===== src/rtl/mux_arbiter.sv =====
// mux_arbiter: two-requester round-robin arbiter steering a shared data path.
// Define ARB_TIMEOUT_EN to limit a contended grant to HOLD_MAX cycles.
module mux_arbiter #(
  parameter int DATA_W   = 1,
  parameter int HOLD_MAX = 8
) (
  input  logic              clk,
  input  logic              rst_n,
  input  logic              req0,
  input  logic              req1,
  input  logic [DATA_W-1:0] d0,
  input  logic [DATA_W-1:0] d1,
  output logic              gnt0,
  output logic              gnt1,
  output logic              select,
  output logic [DATA_W-1:0] out,
  output logic              busy
);
  typedef enum logic [1:0] {IDLE, GRANT0, GRANT1} state_t;
  state_t state, nxt;
  logic last_served;
  logic expire;
  if (HOLD_MAX < 2 || HOLD_MAX > 255) begin : g_hold_range
    $error("HOLD_MAX must be in 2..255");
  end
`ifdef ARB_TIMEOUT_EN
  logic [7:0] hold_cnt;
  assign expire = hold_cnt == 8'(HOLD_MAX - 1);
  // Counter saturates at the limit so an uncontended grant can run indefinitely.
  always_ff @(posedge clk)
    if (!rst_n || nxt != state) hold_cnt <= '0;
    else if (state != IDLE && !expire) hold_cnt <= hold_cnt + 8'd1;
`else
  assign expire = 1'b0;
`endif
  always_comb begin
    nxt = state;
    case (state)
      IDLE:    nxt = req0 && req1 ? (last_served ? GRANT0 : GRANT1) : req0 ? GRANT0 : req1 ? GRANT1 : IDLE;
      GRANT0:  nxt = req0 && !(expire && req1) ? GRANT0 : req1 ? GRANT1 : IDLE;
      GRANT1:  nxt = req1 && !(expire && req0) ? GRANT1 : req0 ? GRANT0 : IDLE;
      default: nxt = IDLE;
    endcase
  end
  always_ff @(posedge clk)
    if (!rst_n) begin
      state       <= IDLE;
      select      <= 1'b0;
      last_served <= 1'b1;
    end else begin
      state <= nxt;
      if (nxt != IDLE) begin
        select      <= nxt == GRANT1;
        last_served <= nxt == GRANT1;
      end
    end
  assign gnt0 = state == GRANT0;
  assign gnt1 = state == GRANT1;
  assign busy = gnt0 || gnt1;
  assign out  = gnt1 ? d1 : gnt0 ? d0 : '0;
endmodule


===== config.mk =====
export PLATFORM = sky130hd
export DESIGN_NAME = mux_arbiter
export DESIGN_NICKNAME = d
export VERILOG_FILES = /design/src/rtl/mux_arbiter.sv
export SDC_FILE = /design/constraint.sdc
export NUM_CORES = 1
export LEC_CHECK = 0
export ABC_CLOCK_PERIOD_IN_PS = 1400
export BUFFER_PORTS_ARGS = -buffer_cell sky130_fd_sc_hd__buf_2
export CAP_MARGIN = 30
export CORE_AREA = 2 2 39 41
export CTS_CLUSTER_DIAMETER = 40
export DETAILED_ROUTE_END_ITERATION = 8
export DIE_AREA = 0 0 41 43
export MAX_ROUTING_LAYER = met4
export SYNTH_ARGS = -nofsm -noshare
export SYNTH_HDL_FRONTEND = slang
export SYNTH_SLANG_ARGS = --single-unit

===== constraint.sdc =====
create_clock -name clk -period 1.4 [get_ports clk]
set_input_delay 0.28 -clock clk [delete_from_list [all_inputs] [get_ports clk]]
set_output_delay 0.28 -clock clk [all_outputs]
set_load 0.02 [all_outputs]

After elaboration in Yosys (flattened, before gate mapping)
Cells that the tools add are included.

Add/subtract/negate cells: 0. Multipliers: 0. Div/mod/pow operators: 0. Magnitude comparators: 0. Equality and inequality tests: 3. Shift operators: 0. Mux-type cells: 9. Bitwise operators: 0. Reduce and logical (&&, ||, !) cells: 4.

Operator list (number): 2-bit 2-to-1 mux (5); 2-bit one-hot mux with 3 select lines (1); 2-bit == test (second input constant) (2); 1-bit 2-to-1 mux (3); 2-bit by 1-bit == test with 1-bit output (second input constant) (1); 2-bit logical NOT (1); 2-bit nonzero test (1); 1-bit logical AND (1); 1-bit logical OR (1).

Flip-flop bits (word level): 4. Latch bits: 0. RAM bits: 0. ROM bits: 0. Bits of input ports: 6. Output and inout bits: 5. Logic and storage cells: 19. Memories kept: 0.

Depth between registers and ports, before layout
Word-level depth: 5. Gate-level depth with buffers: 5. Mapped depth without buffers: 5.

Least setup slack after synthesis
Ideal clock, no wire load.

Path type: reg2out. Start: register state[0]. End: output port out. Arrival: 1.271 ns. Data required time: 1.120 ns. Path slack: -0.151 ns. Stages on the path, launching flop included: 4. Buffers on the path: 0. Cell sequence: dfxtp_1 inv_1 ha_1 o21ai_0.

Elaborated cells on any way between the ends: 4. Classes of those cells: 2 x eq/ne; 2 x mux.

RTL lines: from (decl) (RTL line 20) `state_t state, nxt;`; from (signal assigned) (RTL line 51) `state <= nxt;`; 2-bit == test (RTL line 58) `assign gnt1 = state == GRANT1;`; named net gnt1 (RTL line 14) `output logic gnt1,`; 1-bit 2-to-1 mux (RTL line 60) `assign out = gnt1 ? d1 : gnt0 ? d0 : '0;`; to (decl) (RTL line 16) `output logic [DATA_W-1:0] out,`.

The timed path passes the listed nets, and every way through them passes these cells.

Final worst setup path
Start: register state[1]. End: output port out.

Longest elaborated chain between the ends: 3. Elaborated cells on any way between the ends: 4. Classes of those cells: 2 x eq/ne; 2 x mux.

Ends and longest elaborated chain: 2-bit by 1-bit == test with 1-bit output (RTL line 57) `assign gnt0 = state == GRANT0;`; 1-bit 2-to-1 mux (RTL line 60); 1-bit 2-to-1 mux * (RTL line 60).

Every way passes the cells marked *; elsewhere a longest branch is shown, timed or not.

==> impl_metrics.ini <==
[layout]
diodes = 0
register_area_um2 = 87.6
final_area_um2 = 462
multi_input_area_um2 = 238
postLayoutCoreUtil_pct = 33.4
drive_above_1_share_pct = 56.5
final_cell_mix = buf_2 (9), inv_1 (4), ha_4 (3), clkbuf_4 (3)
mostFrequentLayoutCell = buf_2
area_growth_pct = 57.0
fin_nets = 59
fillCellCount = 151

[timing]
setup_viol = 0
hold_viol = 0
drv_slew = 0
tightest_slew_ns = 0.328
fin_skew_ns = 0.000653
clock.fmax_mhz = 716
period_share_pct = 99.8
maxSlewHeadroom_pct = 78.0
rsz0062_at_grt = yes
setup_tns_ns = 0
fin_crit_ns = 1.40

[clock_network]
cts_buffer_depth = 2
cts_tree = built
cts_buffers = 3
clk_pin_slew_worst_paths_ns = 0.04
htree_levels = 1
cts_setup_buffers = 0
ctsHoldBuffers = 0
worstSkewPairLatency_ns = 0.23
cts.sinks = 4
clockRootBuffer = clkbuf_4

[setup_path]
arrival_ns = 1.12
end_kind = primary output
crit_required_ns = 1.12
startpoint_type = flip-flop
crit_fanout = 3
r2r_setup_slack_ns = 0.07
worst-setup-path-type = reg -> out

[yosys]
synth_top_area_share_pct = 27.2
avgSynthCellArea_um2 = 9.19
syn_inst = 32
yosysTopAreaCell = dfxtp_1
ys_warn_count = 0
ys_ff_latch = 4
ys_seq_area_share_pct = 27.2
syn_nets = 43
synth_area_leaders = dfxtp_1 (27%), ha_1 (21%), a2111oi_4 (9.4%), inv_1 (7.7%), a211oi_2 (4.3%)
netlist_area_um2 = 294
synth_cell_types = 16

[floorplanning]
die-area_um2 = 1760
start_util_pct = 21.2
die_y_um = 43
ioPinCount = 11
coreArea_um2 = 1380
die_w_um = 41
rows = 14

[power_and_ir_drop]
leakage_nw = 0.194
power_frac_seq_pct = 32.6
p_comb_share_pct = 35.4
peakVddDrop_mv = 0.502
netSwitchingFraction_pct = 33.0
p_clk_share_pct = 32.1
p_int_mw = 0.295
switchingPower_mw = 0.145
power.density_nw_per_um2 = 954

[grt]
grt-ovfl-total = 0
gr-usage-all-layers_pct = 9.06
grt_max_degree = 7
grt_pass1_vias = 274
grt_pass1_wl_um = 1020
antenna_found_initial = 0

[place]
portBuffers = 10
place_congestion = 0.712
place_area_um2 = 374

[outcome]
outcome = finished clean

[detailed_routing]
vias = 277
first_pass_iters = 4
drt_wl_total_um = 607
final_antenna_net_count = 0
via_per_inst = 4.47
drc = 0
routedWlPerCell_um = 9.79
drtIter0Drc = 2

[flow_run]
maxCapViolCount = 0

[min_path]
hold_path_class = in -> reg
==> worst max-delay path, stage by stage, from the launching register on <==
cell and delay (ns):
dfxtp_4 0.36, inv_6 0.07, ha_4 0.14, nand2_2 0.05, o21ai_2 0.14, buf_6 0.13
==> stage by stage <==
step	hold slack [ns]	worst slack, ns	std cells	total power [mW]
2_1_floorplan	0.386	0.00301	32	0.239
3_3_place_gp	0.446	0.00214	59	0.271
3_5_place_dp	0.457	-0.0344	59	0.274
4_1_cts	0.262	0.000796	62	0.444
5_1_grt	0.273	-0.0586	62	0.473
6_report	0.265	0.00287	62	0.440
==> power groups by stage <==
| stage | Clock (mW) | Sequential (mW) | Combinational [mW] |
|---|---|---|---|
| after global placement | 0 | 0.138 | 0.132 |
| after detailed placement | 0 | 0.139 | 0.134 |
| final | 0.141 | 0.143 | 0.156 |
| after global routing | 0.156 | 0.145 | 0.171 |
| after floorplan | 0 | 0.141 | 0.0984 |
| after CTS | 0.150 | 0.143 | 0.151 |
==> sequential cells by signal, indices dropped and copies added (netlist names) <==
| name | flops |
|---|---|
| state | 2 |
| last_served | 1 |
| select | 1 |
==> final cells by class <==
| type | instances | area share [%] |
|---|---|---|
| Multi-Input combinational cell | 22 | 51.5 |
| Sequential cell | 4 | 19.0 |
| Timing Repair Buffer | 11 | 13.8 |
| Inverter | 6 | 6.50 |
| Clock buffer | 3 | 4.88 |
| Tap cell | 16 | 4.34 |
==> metal layers <==
layer	up-vias	track usage, %	routed length, µm
met1	125	10.3	279
li1	139	-	-
met4	0	8.00	13
met5	-	-	0
met2	11	11.9	265
met3	2	3.14	50
==> kinds of logic (layout without fill, tap and decap cells) <==
kind of cell,Yosys count,in the layout,synth area share [%]
simple gates,11,11,19.6
fa+ha+maj,5,5,21.3
buf+inv,6,20,7.66
flops,4,4,27.2
compound gates,6,6,24.3
==> worst paths after layout <==
path                                from       end  cells past startpoint
worst min-delay path                req0  state[1]                      2
worst max register to register  state[0]    select                      5
worst min register to register    select    select                      2
worst max-delay path            state[1]       out                      5
==> synth_stat cells, drive strengths merged <==
library cell / number
ha: 5
o21ai: 1
nor3: 2
nor2b: 1
nand2b: 2
and2: 1
a311o: 1
a211oi: 1
inv: 6
a22oi: 1
a311oi: 1
a2111oi: 1
nand2: 3
nor2: 1
nand3b: 1
dfxtp: 4
==> repair_timing <==
item	CTS	global route
pin swaps	4	3
endpoints found under the setup margin	5	2
resized for setup	14	5
Power figures use the tool's default switching activity.
